--- src/rtl/mem_pkg.sv ---
// mem_pkg: shared types and default sizes for the segmented data memory and
// its data-port arbiter.
//   arb_state_t : arbiter ownership state (IDLE, OWN0, OWN1)
//   *_DEFAULT   : default geometry / lock parameters
//   cnt_width() : bits needed to hold a counter value 0..max_val
package mem_pkg;

    typedef enum logic [1:0] {IDLE, OWN0, OWN1} arb_state_t;

    localparam int NSEG_DEFAULT     = 6;
    localparam int RAMSIZE_DEFAULT  = 512;
    localparam int WIDTH_DEFAULT    = 32;
    localparam int LOCK_MAX_DEFAULT = 8;

    function automatic int cnt_width(input int max_val);
        return (max_val < 1) ? 1 : $clog2(max_val + 1);
    endfunction

endpackage

--- src/rtl/dmem_lock_timer.sv ---
// dmem_lock_timer: counts the cycles a bus lock has kept the other requester
// waiting and flags when the lock has run out.
// Ports:
//   clk    in  : clock
//   reset  in  : synchronous active-high reset
//   clear  in  : ownership ends or changes hands this cycle; restart from 0
//   count  in  : the locked-out requester is asserting req this cycle
//   expire out : counter has reached LOCK_MAX; owner must release now
module dmem_lock_timer
    import mem_pkg::*;
#(
    parameter int LOCK_MAX = LOCK_MAX_DEFAULT
) (
    input  logic clk,
    input  logic reset,
    input  logic clear,
    input  logic count,
    output logic expire
);

    localparam int            CW    = cnt_width(LOCK_MAX);
    localparam logic [CW-1:0] LIMIT = CW'(LOCK_MAX);

    logic [CW-1:0] cnt;

    assign expire = (cnt == LIMIT);

    // NOTE: clocked state is written with <= so every flop samples the
    // pre-edge value of every other flop, independent of statement order.
    always_ff @(posedge clk) begin
        if (reset || clear) begin
            cnt <= '0;
        end else if (count && !expire) begin
            // saturate at LIMIT; the forced release clears it next cycle
            cnt <= cnt + CW'(1);
        end
    end

endmodule

--- src/rtl/dmem_arbiter.sv ---
// dmem_arbiter: two-requester arbiter for the data port of the segmented
// memory. Requester 0 is the pipeline MEM stage, requester 1 the
// loader/debug port. One transfer per cycle; completion one cycle later.
// Ports:
//   clk, reset          : clock, synchronous active-high reset
//   req/we/lock/a/wd 0,1: request, write, keep-ownership, address, write data
//   gnt0/1              : transfer accepted this cycle (combinational)
//   rvalid0/1, rd0/1    : completion pulse and read data (0 for writes)
//   err0/1              : address was out of range (valid with rvalid)
//   lock_err            : forced lock release this cycle (combinational)
//   mem_we/mem_a/mem_wd : shared memory data port (combinational)
//   mem_rd              : memory read data, combinational from mem_a
// Config macro DMEM_ARB_FIXED_PRIO_EN: when defined, idle ties always go to
// requester 0 and no round-robin state exists; otherwise round robin.
module dmem_arbiter
    import mem_pkg::*;
#(
    parameter int WIDTH    = WIDTH_DEFAULT,
    parameter int RAMSIZE  = RAMSIZE_DEFAULT,
    parameter int NSEG     = NSEG_DEFAULT,
    parameter int LOCK_MAX = LOCK_MAX_DEFAULT
) (
    input  logic             clk,
    input  logic             reset,
    input  logic             req0,
    input  logic             we0,
    input  logic             lock0,
    input  logic [WIDTH-1:0] a0,
    input  logic [WIDTH-1:0] wd0,
    input  logic             req1,
    input  logic             we1,
    input  logic             lock1,
    input  logic [WIDTH-1:0] a1,
    input  logic [WIDTH-1:0] wd1,
    output logic             gnt0,
    output logic             gnt1,
    output logic             rvalid0,
    output logic             rvalid1,
    output logic [WIDTH-1:0] rd0,
    output logic [WIDTH-1:0] rd1,
    output logic             err0,
    output logic             err1,
    output logic             lock_err,
    output logic             mem_we,
    output logic [WIDTH-1:0] mem_a,
    output logic [WIDTH-1:0] mem_wd,
    input  logic [WIDTH-1:0] mem_rd
);

    // one extra bit so RAMSIZE*NSEG itself is representable
    localparam logic [WIDTH:0] LIMIT = (WIDTH+1)'(RAMSIZE * NSEG);

    arb_state_t state, state_next;
    logic       tie_pick1;
    logic       expire, clear, count;
    logic       in_range0, in_range1;

    assign in_range0 = ({1'b0, a0} < LIMIT);
    assign in_range1 = ({1'b0, a1} < LIMIT);

`ifdef DMEM_ARB_FIXED_PRIO_EN
    assign tie_pick1 = 1'b0;
`else
    logic rr_last;

    // winner of a tie is the requester that did not win the last transfer
    assign tie_pick1 = ~rr_last;

    always_ff @(posedge clk) begin
        if (reset) begin
            rr_last <= 1'b1;
        end else if (gnt0) begin
            rr_last <= 1'b0;
        end else if (gnt1) begin
            rr_last <= 1'b1;
        end
    end
`endif

    // NOTE: every signal written here gets a default first, so no path
    // leaves it unassigned and no latch is inferred.
    always_comb begin
        gnt0 = 1'b0;
        gnt1 = 1'b0;
        if (!reset) begin
            if (expire) begin
                // lock ran out: only the waiting side may go this cycle
                gnt0 = (state == OWN1) & req0;
                gnt1 = (state == OWN0) & req1;
            end else begin
                case (state)
                    IDLE: begin
                        if (req0 && req1) begin
                            gnt1 = tie_pick1;
                            gnt0 = ~tie_pick1;
                        end else begin
                            gnt0 = req0;
                            gnt1 = req1;
                        end
                    end
                    OWN0:    gnt0 = req0;
                    OWN1:    gnt1 = req1;
                    default: ;
                endcase
            end
        end
    end

    assign lock_err = expire & ~reset;

    always_comb begin
        state_next = state;
        if (gnt0) begin
            state_next = lock0 ? OWN0 : IDLE;
        end else if (gnt1) begin
            state_next = lock1 ? OWN1 : IDLE;
        end else if (expire) begin
            state_next = IDLE;
        end
    end

    // restart the lock count whenever ownership ends or changes hands
    assign clear = (state_next != state) || (state_next == IDLE);
    assign count = ((state == OWN0) && req1) || ((state == OWN1) && req0);

    dmem_lock_timer #(
        .LOCK_MAX (LOCK_MAX)
    ) u_lock_timer (
        .clk    (clk),
        .reset  (reset),
        .clear  (clear),
        .count  (count),
        .expire (expire)
    );

    always_comb begin
        mem_we = 1'b0;
        mem_a  = '0;
        mem_wd = '0;
        if (gnt0) begin
            mem_we = we0 & in_range0;
            mem_a  = a0;
            mem_wd = wd0;
        end else if (gnt1) begin
            mem_we = we1 & in_range1;
            mem_a  = a1;
            mem_wd = wd1;
        end
    end

    always_ff @(posedge clk) begin
        if (reset) begin
            state   <= IDLE;
            rvalid0 <= 1'b0;
            rvalid1 <= 1'b0;
            rd0     <= '0;
            rd1     <= '0;
            err0    <= 1'b0;
            err1    <= 1'b0;
        end else begin
            state   <= state_next;
            rvalid0 <= gnt0;
            rvalid1 <= gnt1;
            rd0     <= (gnt0 && !we0 && in_range0) ? mem_rd : '0;
            rd1     <= (gnt1 && !we1 && in_range1) ? mem_rd : '0;
            err0    <= gnt0 && !in_range0;
            err1    <= gnt1 && !in_range1;
        end
    end

endmodule

--- config.mk ---
export PLATFORM = sky130hd
export DESIGN_NAME = dmem_arbiter
export DESIGN_NICKNAME = d
export VERILOG_FILES = /design/src/rtl/mem_pkg.sv /design/src/rtl/dmem_lock_timer.sv /design/src/rtl/dmem_arbiter.sv
export SDC_FILE = /design/constraint.sdc
export NUM_CORES = 1
export LEC_CHECK = 0
export BUFFER_PORTS_ARGS = -buffer_cell sky130_fd_sc_hd__buf_4
export CAP_MARGIN = 20
export CORE_AREA = 2 2 118 120
export DETAILED_ROUTE_END_ITERATION = 10
export DIE_AREA = 0 0 120 122
export PLACE_DENSITY_LB_ADDON = 0.25
export SETUP_SLACK_MARGIN = 0.15
export SLEW_MARGIN = 20
export SYNTH_ARGS = -nofsm -noshare
export SYNTH_HDL_FRONTEND = slang
export SYNTH_HIERARCHICAL = 1
export SYNTH_SLANG_ARGS = --single-unit
--- constraint.sdc ---
create_clock -name clk -period 2.55 [get_ports clk]
set_clock_uncertainty 0.05 [all_clocks]
set_input_delay 0.51 -clock clk [delete_from_list [all_inputs] [get_ports clk]]
set_output_delay 0.51 -clock clk [all_outputs]
set_load 0.02 [all_outputs]
==> run_results.csv <==
group,metric,value,unit
run_status,status,"finished, violations left",
run_status,violations,"negative setup slack",
synthesis,synth_cells,312,
routing,wl_per_cell,17.66,um
synthesis,synth-async-reset-ratio,0,
routing,ant_nets,0,
synthesis,synth.most_common_cell,"dfxtp_1",
routing,vias,3981,
floorplan,fp.coreArea,13500,um^2
critical_path,worstSetupPathType,"flop to output port",
cts,htree_num_levels,3,
timing,maxSlewHeadroom,0.6311,
timing,rsz0062_at_grt,"true",
placed_design,place.gp.congestion,0.9056,
placed_design,dpl.cell_count,792,
synthesis,avgSynthCellArea,11.18,um^2
timing,fin_crit,2856,ps
cells_and_area,fill_cells,1161,
cells_and_area,final_area,7412,um^2
cells_and_area,nets,812,
critical_path,cp_max_fo,15,
cells_and_area,multi_input_area,2357,um^2
timing,timing.hold.ws,375.5,ps
power_and_ir_drop,power_density,465.0,nW/um^2
cts,numCtsBuffers,9,
grt,grt_max_degree,34,
critical_path,cp.arrival,2300,ps
timing,post-route-period-util,1.120,
synthesis,yosysUniqueCellTypes,46,
floorplan,fp.dieW,120,um
power_and_ir_drop,power.total,3.447,mW
cells_and_area,regArea,1504,um^2
cells_and_area,drive_gt1_frac,0.7554,
placed_design,placed_area,6669,um^2
synthesis,ys_ff_latch,75,
critical_path,crit_path_start_kind,"flop",
timing,slew_violations,0,
cts,cts_tree,"done",
placed_design,hpwl,11140,um
synthesis,yosys.area.top_type_share,0.4304,
grt,gr-usage-all-layers,0.1916,
routing,initialDrtViolationCount,164,
power_and_ir_drop,leakage,3.588,nW
timing,tightest_slew,547.6,ps
timing,tns,-16800,ps
worst_hold_path,hold_path.class,"input pin to flop",
synthesis,ys.flop_type,"dfxtp_1",
synthesis,synth_nets,482,
power_and_ir_drop,peakVddDrop,0.2782,mV
synthesis,synth_area,3488,um^2
grt,grt_overflow_total,0,
grt,grt_pass1_vias,4154,
floorplan,fp-row-count,43,
critical_path,setup.worst_path.end_class,"output port",
floorplan,start_util,0.2583,
cells_and_area,fin_util,0.5489,
grt,antenna_found_initial,0,
cts,clkTransAtPathRegs,60,ps
synthesis,synth_area_leaders,"dfxtp_1 (43%), a22o_1 (16%), nor3b_2 (11%)",
cts,cts_sinks,75,
timing,setup_viol,67,
floorplan,dieArea,14640,um^2
cts,root_buffer,"clkbuf_16",
run,maxCapViolations,0,
placed_design,numPortBuffers,303,
cells_and_area,diodes,0,
cts,cts_buffer_depth,2,
placed_design,post-place-ws,20.99,ps
cells_and_area,synthToLayoutAreaGrowth,112.5,%
timing,hold_viol,0,
grt,grt_first_pass_wirelength,21940,um
synthesis,yosysTopAreaCell,"dfxtp_1",
synthesis,synthTopCellsByCount,"dfxtp_1 (75), a22o_1 (63), nor3b_2 (30), clkbuf_1 (22), and4b_1 (20)",
synthesis,synth_edf_count,0,
timing,clock.fmax,0.3501,GHz
floorplan,pin_count,304,
synthesis,yosysSeqAreaShare,0.4304,
timing,finalWorstSetupSlack,-306.5,ps
critical_path,cp.required,1990,ps
cells_and_area,final_cells,826,
routing,remaining_drc_errors,0,
floorplan,die_y,122,um
routing,viasPerCell,4.820,
cts,clk_latency,320,ps
routing,routed_wl,14590,um
routing,drt_pre_antenna_iters,6,
synthesis,yosys_warnings,6,
## final cells by class
type,instances,share of cell area
inverters,5,0.002870
repair buffers,354,0.4043
well taps,180,0.03038
clock inverters,5,0.01063
flip-flops and latches,75,0.2029
clock buffers,10,0.03089
multi-input cells,197,0.3180
## flip-flops by register name, indices dropped and copies added (netlist names)
name	cells
rd0	32
rd1	32
u_lock_timer/cnt	4
state	2
err0	1
err1	1
rr_last	1
rvalid0	1
rvalid1	1
## routing by layer
metal / vias up / part of all wire / GRT usage
li1: 1878 / - / -
met1: 1909 / 0.38 / 0.2183
met2: 182 / 0.54 / 0.3491
met3: 12 / 0.076 / 0.05431
met4: 0 / 0.014 / 0.05294
met5: - / 0 / 0
## worst max-delay path, stage by stage, from the launching register on
cell and delay, ps:
dfxtp_2 330, inv_2 50, ha_4 160, nand3b_4 80
inv_4 40, or4b_4 500, o2bb2ai_4 180, buf_12 160
buf_12 160, a22o_1 180, buf_6 130
## cells in the final DEF (no fill, tap or decap), drive strengths merged, types with 4 or more instances in the layout
cell type	instances
a22o	64
and4b	32
a21oi	4
inv	5
nor4	8
dfxtp	75
buf	354
nand2	5
o21ai	4
clkbuf	10
nand3b	6
nand3	4
nor3b	33
## worst paths after layout
path,start,to,slack [ps],cells past startpoint
worst min-delay path,mem_rd[12],rd0[12],380,2
worst min register to register,u_lock_timer/cnt[2],u_lock_timer/cnt[2],460,2
worst max register to register,u_lock_timer/cnt[1],rd1[29],260,13
worst max-delay path,u_lock_timer/cnt[1],mem_wd[1],-310,10
## cell families (layout without fill, tap and decap cells)
kind of cell | Yosys count | count (layout) | synth area share
AO/OA/AOI/OAI | 83 | 83 | 0.2080
XOR/XNOR | 1 | 1 | 0.002511
adder cells (fa/ha/maj) | 2 | 2 | 0.007172
buffers and inverters | 40 | 374 | 0.05344
flip-flops | 75 | 75 | 0.4304
AND/OR/NAND/NOR | 111 | 111 | 0.2984
## power by group
part	internal (mW)	leakage [nW]	switching, mW
Combinational	0.553	2.83	0.405
Clock	0.849	0.152	0.453
Sequential	1.18	0.606	0.00696
Total	2.58	3.59	0.865
## what timing repair did
item / CTS / global route
pin swaps: 3 / 2
endpoints found under the setup margin: 67 / 67
hold buffers: 0 / 0
gates resized for setup: 60 / 5
setup buffers: 14 / 3
cloned: 2 / 0
No activity file was read; power rests on OpenSTA's default activity.
